`config.mk`:
```
export PLATFORM = sky130hd
export DESIGN_NAME = clock_div_multi
export DESIGN_NICKNAME = d
export VERILOG_FILES = /design/src/rtl/clock_div_multi.sv
export SDC_FILE = /design/constraint.sdc
export NUM_CORES = 1
export LEC_CHECK = 0
export ABC_CLOCK_PERIOD_IN_PS = 11800
export BUFFER_PORTS_ARGS = -buffer_cell sky130_fd_sc_hd__clkbuf_2
export CAP_MARGIN = 20
export CORE_AREA = 5 5 193 195
export CTS_CLUSTER_DIAMETER = 120
export CTS_CLUSTER_SIZE = 8
export DETAILED_ROUTE_END_ITERATION = 7
export DIE_AREA = 0 0 198 200
export GPL_TIMING_DRIVEN = 1
export PLACE_DENSITY = 0.81
export SLEW_MARGIN = 10
export SYNTH_ARGS = -nofsm -noshare
export SYNTH_HDL_FRONTEND = slang
export SYNTH_SLANG_ARGS = --single-unit
```
`constraint.sdc`:
```
create_clock -name clk -period 11.8 [get_ports clk]
set_input_delay 0.59 -clock clk [delete_from_list [all_inputs] [get_ports clk]]
set_output_delay 0.59 -clock clk [all_outputs]
set_load 0.01 [all_outputs]
```
`src/rtl/clock_div_multi.sv`:
```
// Purpose: CH independent programmable clock dividers (tick pulse + 50% square) with hitless divisor reload.
// Latency: tick/sq/load_ack/load_err are registered; each reflects the inputs sampled on the previous edge.
// Backpressure: none; every load strobe is accepted or rejected in its own cycle, nothing stalls.
module clock_div_multi #(
  parameter int W       = 30,
  parameter int CH      = 4,
  parameter int DEF_DIV = 12500000,
  parameter int CW      = 2
) (
  input  logic          clk,
  input  logic          rs,
  input  logic [CH-1:0] en,
  input  logic          sync,
  input  logic          load,
  input  logic [CW-1:0] load_ch,
  input  logic [W-1:0]  load_div,
  output logic [CH-1:0] tick,
  output logic [CH-1:0] sq,
  output logic          load_ack,
  output logic          load_err
);

  localparam logic [W-1:0] DEF_DIV_W = W'(DEF_DIV);

  logic        load_in_range;
  logic        load_ok;
  logic [31:0] load_ch_ext;

  // Classify the load strobe: a valid channel and a non-zero divisor are required.
  always_comb begin
    load_ch_ext   = 32'(load_ch);
    load_in_range = (load_ch_ext < 32'(CH));
    load_ok       = load && load_in_range && (load_div != '0);
  end

  // Acknowledge or reject the load one cycle later; the two are mutually exclusive by construction.
  always_ff @(posedge clk or posedge rs) begin
    if (rs) begin
      load_ack <= 1'b0;
      load_err <= 1'b0;
    end else begin
      load_ack <= load_ok;
      load_err <= load && !load_ok;
    end
  end

  for (genvar i = 0; i < CH; i++) begin : g_ch
    logic [W-1:0] cnt;
    logic [W-1:0] div;
    logic [W-1:0] pend;
    logic         pend_v;
    logic         tick_q;
    logic         sq_q;
    logic         hit;
    logic         wrap;

    // hit: this channel is the target of an accepted load; wrap: last count of the current period.
    always_comb begin
      hit  = load_ok && (load_ch_ext == 32'(i));
      wrap = en[i] && (cnt >= div - W'(1));
    end

    // Count, wrap and swap in a pending divisor only at a period boundary (wrap, sync or while idle).
    always_ff @(posedge clk or posedge rs) begin
      if (rs) begin
        cnt    <= '0;
        div    <= DEF_DIV_W;
        pend   <= '0;
        pend_v <= 1'b0;
        tick_q <= 1'b0;
        sq_q   <= 1'b0;
      end else begin
        if (sync) begin
          cnt    <= '0;
          sq_q   <= 1'b0;
          tick_q <= 1'b0;
          if (pend_v) begin
            div <= pend;
          end
        end else if (en[i]) begin
          if (wrap) begin
            cnt    <= '0;
            tick_q <= 1'b1;
            sq_q   <= ~sq_q;
            if (pend_v) begin
              div <= pend;
            end
          end else begin
            cnt    <= cnt + W'(1);
            tick_q <= 1'b0;
          end
        end else begin
          // Idle channel: nothing to keep in phase, so a new divisor starts a fresh period at once.
          tick_q <= 1'b0;
          if (pend_v) begin
            div <= pend;
            cnt <= '0;
          end
        end

        // A load landing on the same edge as an application becomes the next pending value.
        if (hit) begin
          pend   <= load_div;
          pend_v <= 1'b1;
        end else if (sync || wrap || !en[i]) begin
          pend_v <= 1'b0;
        end
      end
    end

    assign tick[i] = tick_q;
    assign sq[i]   = sq_q;
  end

endmodule

```
==> results of run 1 <==
how the worst min path moves through the flow:
stage / end / slack [ns] / depth (start not counted)
2_1_floorplan: g_ch[0].div[0]$_DFFE_PP0P_ / 0.47 / 1
5_1_grt: g_ch[2].cnt[26]$_DFFE_PP0P_ / 0.27 / 2
6_report: g_ch[2].cnt[26]$_DFFE_PP0P_ / 0.18 / 2
3_3_place_gp: g_ch[0].div[26]$_DFFE_PP0P_ / 0.48 / 1
4_1_cts: g_ch[2].cnt[27]$_DFFE_PP0P_ / 0.23 / 2
3_5_place_dp: g_ch[3].div[4]$_DFFE_PP0P_ / 0.49 / 1
critical path, cell delays in order (launching register included):
cell,delay (ns)
dfrtp_1,0.43
or4_1,0.60
nor3_1,0.43
nand3b_1,0.20
or2_2,0.37
nor3_1,0.25
xnor2_1,0.12
ha_1,0.29
nand4_1,0.20
nor4_1,0.46
a21boi_1,0.67
o31a_1,0.85
nor2_1,0.13
Yosys cell counts (9+ instances only):
cell | n | area [sq um]
dfrtp_1 | 326 | 8158
mux2_2 | 240 | 2703
nor2_1 | 184 | 690.7
xnor2_1 | 129 | 1130
ha_1 | 128 | 1602
nand2_1 | 104 | 390.4
xor2_1 | 85 | 744.5
a21oi_1 | 77 | 385.4
nand3_1 | 66 | 330.3
nor3_1 | 59 | 295.3
nand4_1 | 56 | 350.3
dfstp_2 | 48 | 1261
nor4_1 | 43 | 269.0
inv_1 | 35 | 131.4
clkbuf_1 | 32 | 120.1
o21ai_0 | 27 | 135.1
and3_1 | 19 | 118.9
or4_1 | 15 | 112.6
buf_1 | 14 | 52.55
nand2b_1 | 14 | 87.58
and4_1 | 12 | 105.1
or3_1 | 12 | 75.07
o31ai_1 | 9 | 67.56
cell type report:
type	count	area share, %
Inverter	35	0.6187
Antenna cell	1	0.01115
Clock buffer	94	6.638
Clock inverter	2	0.2062
Sequential cell	374	41.96
Multi-Input combinational cell	1376	46.38
Timing Repair Buffer	61	1.616
Tap cell	461	2.570
logic make-up after synthesis:
| family | share of synthesized area [%] |
|---|---|
| AO/OA/AOI/OAI | 5.113 |
| XOR/XNOR | 9.296 |
| adder cells (fa/ha/maj) | 7.943 |
| buffers and inverters | 1.831 |
| flip-flops | 46.71 |
| multiplexers | 13.40 |
| AND/OR/NAND/NOR | 15.70 |
layer usage:
| layer | GRT usage, % | up-vias | routed length [um] |
|---|---|---|---|
| met5 | 0 | - | 0 |
| met1 | 30.98 | 7075 | 19790 |
| met3 | 3.525 | 122 | 1797 |
| li1 | - | 6722 | - |
| met2 | 39.15 | 312 | 22050 |
| met4 | 9.870 | 0 | 1955 |
flip-flops by register name, indices dropped and copies added, names as in the netlist:
signal	count
g_ch.cnt	120
g_ch.div	120
g_ch.pend	120
g_ch.pend_v	4
g_ch.sq_q	4
g_ch.tick_q	4
load_ack	1
load_err	1
through the flow:
step           hold WS (ns)  util (%)  std cells  instance area [sq um]  power, W
2_1_floorplan        0.4750         -       1840                  20160  0.002391
3_3_place_gp         0.4816     59.27       2305                  20880  0.002554
3_5_place_dp         0.4878     59.27       2305                  20880  0.002627
4_1_cts              0.2289     63.64       2401                  22420  0.004061
5_1_grt              0.2747     63.72       2403                  22450  0.004255
6_report             0.1845     63.73       2404                  22450  0.004040
power breakdown:
part,internal (W),switching [W]
combinational,0.000420,0.000399
sequential,0.00157,0.000251
clock,0.000845,0.000558
total,0.00283,0.00121
==> results by stage, run 1 <==
Critical path:
- The cell count of the worst reg-to-reg path is 12.
- Across all register-to-register paths, the minimum setup slack is 6.60 ns.
- The startpoint kind of the worst setup timing path is a flop.
- The data arrival time of the worst path is 5.60 ns.
- The launch point of the critical path is g_ch[0].div[7]$_DFFE_PP0P_.
- The data required time at the worst endpoint is 12.20 ns.
- The endpoint identified for the worst register-to-register timing path is g_ch[0].cnt[18]$_DFFE_PP0P_.
- By startpoint and endpoint, the worst setup path is classified as flop to flop.
- The highest net fanout along the worst path is 26.
- The startpoint of the most critical register-to-register path is g_ch[0].div[7]$_DFFE_PP0P_.
- In this run the worst setup path terminates at g_ch[0].cnt[18]$_DFFE_PP0P_.
- STA classifies the critical path endpoint as a flop.

Power and ir drop:
- The static power due to leakage is 9.431 nW.
- Power spread over the standard cell area amounts to 180.0 nW/um^2.
- IR analysis of the VDD net gives a maximum drop of 0.1290 mV.

Timing:
- After layout, the worst setup slack is 6.596 ns.
- The clock period minus final worst setup slack is 5.204 ns.
- Measured against its own limit, the worst slew margin works out to 35.15%.
- Setup repair after global routing left no endpoint under its margin.
- In the finished design, the share of the clock period the worst path needs comes to 44.10%.
- The final clock skew is 0.01912 ns.
- The hold violation count in the final report is 0.
- The final count of negative-setup-slack endpoints is 0.
- For this run, the top clock speed supported by timing is 192.2 MHz.
- The final total negative setup slack is 0 ns.
- The transition time of the tightest slew-check pin is 0.9728 ns.
- The number of pins with negative max-slew slack in the final report came to 0.

Clocking:
- Post-CTS repair changed the size of 0 cells.
- TritonCTS built the clock tree.
- After clock tree synthesis, the clock-pin slew on the worst setup and hold paths is 0.05 ns.
- Clock tree synthesis found a total of 374 sinks.
- The clock insertion delay at the later pin of the skew report is 0.58 ns.
- In this run the number of H-tree levels came out at 2.
- The number of clock buffers inserted by TritonCTS is 52.
- Clock tree synthesis selected as its root buffer the cell clkbuf_16.
- The number of hold buffers added after CTS was 0.
- The number of buffers on the longest clock path is 3.
- In this run the post-CTS setup repair buffer count came out at 0.

Routing:
- The total via count after detailed routing is 14,230.
- Dividing the detail-routed wire length by the instance count gives 18.97 um.
- The DRC marker count from the first detailed-route iteration is 819.
- The via count normalized by instance count is 5.920.
- The first detailed-routing pass ran for 5 iterations.
- After detailed routing, the total wire length is 45.59 mm.
- The total DRC errors in the routed layout is 0.
- The count of nets left with antenna violations once routing finished came out at 0.

Global route:
- The total overflow left after global routing is 0.
- Entering global routing, the biggest net connects 171 pins.
- The number of global-route vias before repair is 14,700.
- The overall global routing resource usage is 23.47%.
- The first global-routing pass estimated 75.68 mm of wire.
- The initial antenna violation count is 0.

Cells and area:
- The total area of multi-input combinational cells is 10,410 sq um.
- The filler cells instantiated in the layout total 2,602.
- In the final layout, flip-flops and latches occupy 9419 sq um.
- The library cell used most frequently in the layout, excluding fill and tap cells, is dfrtp_1.
- The number of nets in the layout is 2,068.
- From synthesis to final layout, the design area changed by 11.33%.
- The post-route netlist has 21.94% of its cells at a drive strength greater than 1.
- In the layout the commonest cells are dfrtp_1 (326), mux2_2 (240), nor2_1 (184).

Logic synthesis:
- Counting flops with a built-in enable in the synthesized netlist gives 0.
- The fraction of the yosys area taken by sequential cells is 46.71%.
- Summing every instance area after synthesis gives 20,160 sq um.
- The unique cell type count in the Yosys netlist is 60.
- In this run the mean area of a mapped cell was 10.96 sq um.
- For this run, the number of Yosys warnings is 0.
- The register bit total from synthesis is 374.
- Counting every net in the synthesized netlist gives 2,008.
- Among all flip-flop cells after synthesis, the most frequent one is dfrtp_1.
- Counting every instance in the synthesized netlist gives 1,840.
- The share of synthesized registers carrying an async set or reset is 100.0%.

Die:
- The initial utilization of the core area, before any placement, comes to 57.24%.
- Measured along the y axis, the die boundary spans 200 um.
- During I/O placement, the number of pins put on the boundary was 50.
- The area of the core is 35,220 sq um.
- The die is 198 um wide.
- The standard-cell row count is 69.
- The floorplan step defined a die boundary enclosing 39,600 sq um.

Status:
- The flow ran to the end, and the final reports show no timing, DRC or antenna violations.

Place:
- At the placement stage, the worst setup path has a slack of 6.435 ns.
- The weighted congestion at the end of routability-driven global placement is 0.8943.
- The number of port buffers is 49.
- Once detailed placement completed, the half-perimeter wirelength came to 31.03 mm.

Job:
- The number of max-cap violations is 0.

Min path:
- The worst hold path belongs to the class input port to asynchronous set/reset pin.
No activity file was read; power rests on OpenSTA's default activity.
==> run 2: changes to the inputs <==
==> config.mk (replaced) <==
export PLATFORM = sky130hd
export DESIGN_NAME = clock_div_multi
export DESIGN_NICKNAME = d
export VERILOG_FILES = /design/src/rtl/clock_div_multi.sv
export SDC_FILE = /design/constraint.sdc
export NUM_CORES = 1
export LEC_CHECK = 0
export ABC_AREA = 1
export ABC_CLOCK_PERIOD_IN_PS = 4390
export BUFFER_PORTS_ARGS = -buffer_cell sky130_fd_sc_hd__clkbuf_2
export CAP_MARGIN = 20
export CORE_AREA = 5 5 207 209
export CTS_CLUSTER_DIAMETER = 120
export CTS_CLUSTER_SIZE = 8
export DETAILED_ROUTE_END_ITERATION = 7
export DIE_AREA = 0 0 212 214
export GPL_TIMING_DRIVEN = 1
export PLACE_DENSITY = 0.84
export SLEW_MARGIN = 10
export SYNTH_ARGS = -nofsm -noshare
export SYNTH_HDL_FRONTEND = slang
export SYNTH_SLANG_ARGS = --single-unit
==> constraint.sdc (replaced) <==
create_clock -name clk -period 4.39 [get_ports clk]
set_input_delay 0.2195 -clock clk [delete_from_list [all_inputs] [get_ports clk]]
set_output_delay 0.2195 -clock clk [all_outputs]
set_load 0.01 [all_outputs]
==> run 2 against run 1 <==
Compared with the run above: clock power rose to 2.7 times the previous value; combinational power rose to 3.3 times the previous value; register-to-register slack worse by 6.0 ns; die area up 15%; critical path type unchanged; largest cell class unchanged; largest power group unchanged.
==> results by stage, run 2 <==
Cells and area:
- The largest registers in the layout are g_ch.cnt x120, g_ch.div x120, g_ch.pend x120.
- The count of placed standard cells in the final layout, fillers left out is 3,778 (+57%).
- Leaving out fill and tap cells, the most frequent cell in the layout is nand2_1.
- The diode insertion count for antenna repair was 0 (-1).
- The top cell types in the final layout, fill and taps aside, are nand2_1 (1,090), nor2_1 (356), dfrtp_1 (326).
- The number of nets in the layout came to 3,373 (+63%).
- The fraction of final layout cells with drive strength greater than 1 is 6.778% (-15 points).
- The area added between synthesis and finish is 10.25%.

Critical path:
- The buffering stage count on the worst path with inverters included came to 3 (+3).
- The startpoint kind of the worst setup timing path is a flop.
- The most numerous cell on the critical path is nand2_1.
- The signal on the critical path passes through inv_1, ha_1, nand2_1, nor2_1, nor4b_1, nand4_1, xnor2_1, inv_1, ha_1, nand2_1, nor2_1, nand3_1, nor2_1, nand2_1, nand4_1, buf_4, nand3_1, nand2_1.
- The delay contributed by the slowest stage of the critical path is 0.63 ns (-0.22 ns).
- The highest net fanout along the worst path is 33 (+27%).
- The standard cell with the maximum stage delay on the critical path is nor4b_1.
- The data arrival time of the worst path is 4.37 ns (-1.23 ns).
- The class of the most critical setup path is flop to flop.
- STA classifies the critical path endpoint as a flop.
- The critical path's top delay family is simple AND/OR/NAND/NOR gates.
- The data required time at the worst endpoint is 4.92 ns (-7.28 ns).

Power and ir drop:
- The power density over the cells is 426.5 nW/um^2 (+140%).
- The internal power consumption was 0.007215 W (+150%).
- The worst IR drop on VDD is 0.3655 mV (+180%).
- The switching power share of the total is 34.16% (+4.3 points).
- The register share of total power was 41.0% (-4.0 points).
- The net switching power is 0.003743 W (+210%).
- The post-route total power is 0.01096 W (+170%).
- The proportion of power drawn by the clock network is 34.6% (about the same).
- The static power due to leakage is 12.97 nW (+38%).
- The fraction of power consumed by combinational cells was 24.3% (+4.0 points).

Die:
- The starting density of the core is 57.34% (+0.093 points).
- The full die area was 45,370 sq um (+15%).
- The area of the core was 40,650 sq um (+15%).
- The top-level port count came to 50 (unchanged).
- The die boundary width came to 212 um (+7.1%).
- The standard-cell row count is 74 (+7.2%).
- The chip height was 214 um (+7.0%).

Routing:
- The DRC marker count from the first detailed-route iteration is 1,750 (+110%).
- The via count normalized by instance count came to 5.571 (-5.9%).
- The total DRC errors in the routed layout is 0 (unchanged).
- The detailed-routing iteration count for the pre-antenna-repair pass is 6 (+1).
- The total via count after detailed routing is 21,050 (+48%).
- The remaining number of nets flagged by the antenna check after routing is 0 (unchanged).
- The total wire length is 59.83 mm (+31%).
- The average wire per standard cell is 15.84 um (-17%).

Logic synthesis:
- The most frequently used flop master after synthesis is dfrtp_1.
- The synthesized netlist net count is 3,343 (+66%).
- The average instance area after synthesis was 7.340 sq um (-33%).
- The count of flip-flops with a built-in enable after synthesis was 0 (unchanged).
- The gate count after technology mapping came to 3,175 (+73%).
- The proportion of netlist area held by the largest area contributor is 35.00% (-5.5 points).
- Ranked by total cell area, the synthesized netlist is headed by dfrtp_1 (35%), nand2_1 (18%), ha_1 (6.9%).
- The commonest cells after synthesis are nand2_1 (1,090), nor2_1 (359), dfrtp_1 (326).
- The biggest area consumer among synthesized cells is dfrtp_1.
- The cell area after synthesis is 23,300 sq um (+16%).
- The register bit total from synthesis is 374 (unchanged).
- The unique cell type count in the Yosys netlist is 33 (-45%).
- The number of warnings issued by yosys was 0 (unchanged).
- The share of synthesized registers carrying an async set or reset was 100.0% (unchanged).
- The fraction of the yosys area taken by sequential cells is 40.42% (-6.3 points).
- The most common cell in the netlist is nand2_1.

Global route:
- The remaining global-route overflow is 0 (unchanged).
- The largest net degree at the start of global routing is 160 (-6.4%).
- The initial antenna violation count came to 0 (unchanged).
- The overall global routing resource usage is 26.17% (+2.7 points).
- The number of global-route vias before repair came to 19,930 (+36%).
- The wire length of the first global-routing pass is 99.24 mm (+31%).

Clocking:
- The number of buffers inserted for hold repair after clock tree synthesis is 20 (+20).
- The clock insertion delay at the later pin of the skew report is 0.62 ns (+0.04 ns).
- The post-cts sizing count is 0 (unchanged).
- The clock sink count is 374 (unchanged).
- The TritonCTS clock tree is yes.
- The number of buffers on the longest clock path was 3 (unchanged).
- The number of clock buffers inserted by TritonCTS is 52 (unchanged).
- The number of buffers inserted to repair setup after CTS came to 0 (unchanged).
- The clock slew seen by the registers of the worst setup and hold paths is 0.05 ns (about the same).
- Clock tree synthesis selected as its root buffer the cell clkbuf_16.
- The H-tree depth was 2 (unchanged).

Timing:
- Setup repair after global routing left no endpoint under its margin.
- The number of pins with negative max-slew slack in the final report is 0 (unchanged).
- The highest achievable clock rate is 260.6 MHz (+36%).
- The ratio of final minimum period to clock period is 87.41% (+43 points).
- The worst hold-check slack is 0.03561 ns (-0.1489 ns).
- The final clock skew came to 0.03303 ns (+0.01391 ns).
- The final count of negative-setup-slack endpoints is 0 (unchanged).
- The hold violation count in the final report is 0 (unchanged).
- The clock period minus final worst setup slack is 3.837 ns (-1.366 ns).
- The transition time of the tightest slew-check pin is 0.8844 ns (-0.08836 ns).
- The worst-case headroom to the max-slew limit was 41.04% (+5.9 points).

Place:
- The weighted congestion at the end of routability-driven global placement came to 0.9385 (+4.9%).
- The number of port buffers is 49 (unchanged).
- The placed instance count is 3,663 (+59%).
- The estimated wirelength of the detail-placed design was 41.52 mm (+34%).

Min path:
- The worst hold path class is input port to flop.

Status:
- The flow ran to the end, and the final reports show no timing, DRC or antenna violations.

Job:
- The number of max-cap violations is 0 (unchanged).
==> run 2: power groups by stage <==
stage / registers (W) / clock network, W / logic (W)
floorplan: 0.00439 / 0 / 0.00206
global placement: 0.00452 / 0 / 0.00253
detailed placement: 0.00453 / 0 / 0.00262
CTS: 0.00449 / 0.00386 / 0.00266
global route: 0.00456 / 0.00402 / 0.00310
finish: 0.00450 / 0.00379 / 0.00267
==> run 2: worst reg2reg max path, cell delays in order, from the launching register on <==
cell	delay, ns
dfrtp_1	0.38
inv_1	0.12
ha_1	0.22
nand2_1	0.11
nor2_1	0.21
nor4b_1	0.63
nand4_1	0.20
xnor2_1	0.20
inv_1	0.07
ha_1	0.28
nand2_1	0.04
nor2_1	0.17
nand3_1	0.14
nor2_1	0.15
nand2_1	0.08
nand4_1	0.14
buf_4	0.36
nand3_1	0.16
nand2_1	0.09
==> run 2: final timing paths <==
check | cells after the start | end | slack (ns) | startpoint
hold reg to reg | 2 | g_ch[1].div[0]$_DFFE_PP0P_ | 0.47 | g_ch[1].div[0]$_DFFE_PP0P_
setup reg to reg | 18 | g_ch[2].div[9]$_DFFE_PP0P_ | 0.55 | g_ch[2].div[0]$_DFFE_PP0P_
min in group asynchronous | 3 | g_ch[3].cnt[19]$_DFFE_PP0P_ | 0.14 | rs
max in group asynchronous | 4 | g_ch[0].cnt[6]$_DFFE_PP0P_ | 3.08 | rs
hold / removal | 3 | g_ch[3].pend[23]$_DFFE_PP0P_ | 0.04 | load_div[23]
setup / recovery | 18 | g_ch[2].div[9]$_DFFE_PP0P_ | 0.55 | g_ch[2].div[0]$_DFFE_PP0P_
==> run 2: cells by family after synthesis <==
logic type,synth area share [%]
xor+xnor,7.366
fa+ha+maj,6.872
compound gates,2.523
simple gates,35.92
flops,40.42
buf+inv,6.899
==> run 2: metrics by stage <==
| step | util [%] | instance area, sq um | setup slack [ns] | TNS [ns] |
|---|---|---|---|---|
| 2_1_floorplan | - | 23310 | -0.8124 | -264.85 |
| 3_3_place_gp | 58.95 | 23960 | 0.7414 | 0 |
| 3_5_place_dp | 58.95 | 23960 | 0.6750 | 0 |
| 4_1_cts | 63.21 | 25690 | 0.6146 | 0 |
| 5_1_grt | 63.21 | 25690 | 0.2142 | 0 |
| 6_report | 63.21 | 25690 | 0.5526 | 0 |
==> run 2: routing by layer <==
layer	vias up	global-route usage, %	wire length, um
met4	0	10.35	2489
met1	9859	36.05	25630
met3	167	5.033	4185
met5	-	0	0
li1	10290	-	-
met2	735	40.95	27520
==> run 2: layout make-up <==
| type | count | area (sq um) |
|---|---|---|
| Inverter | 271 | 1021 |
| Fill cell | 3492 | 14950 |
| Multi-Input combinational cell | 2399 | 12300 |
| Clock inverter | 3 | 68.82 |
| Tap cell | 532 | 665.6 |
| Clock buffer | 92 | 1461 |
| Timing Repair Buffer | 107 | 758.2 |
| Sequential cell | 374 | 9419 |
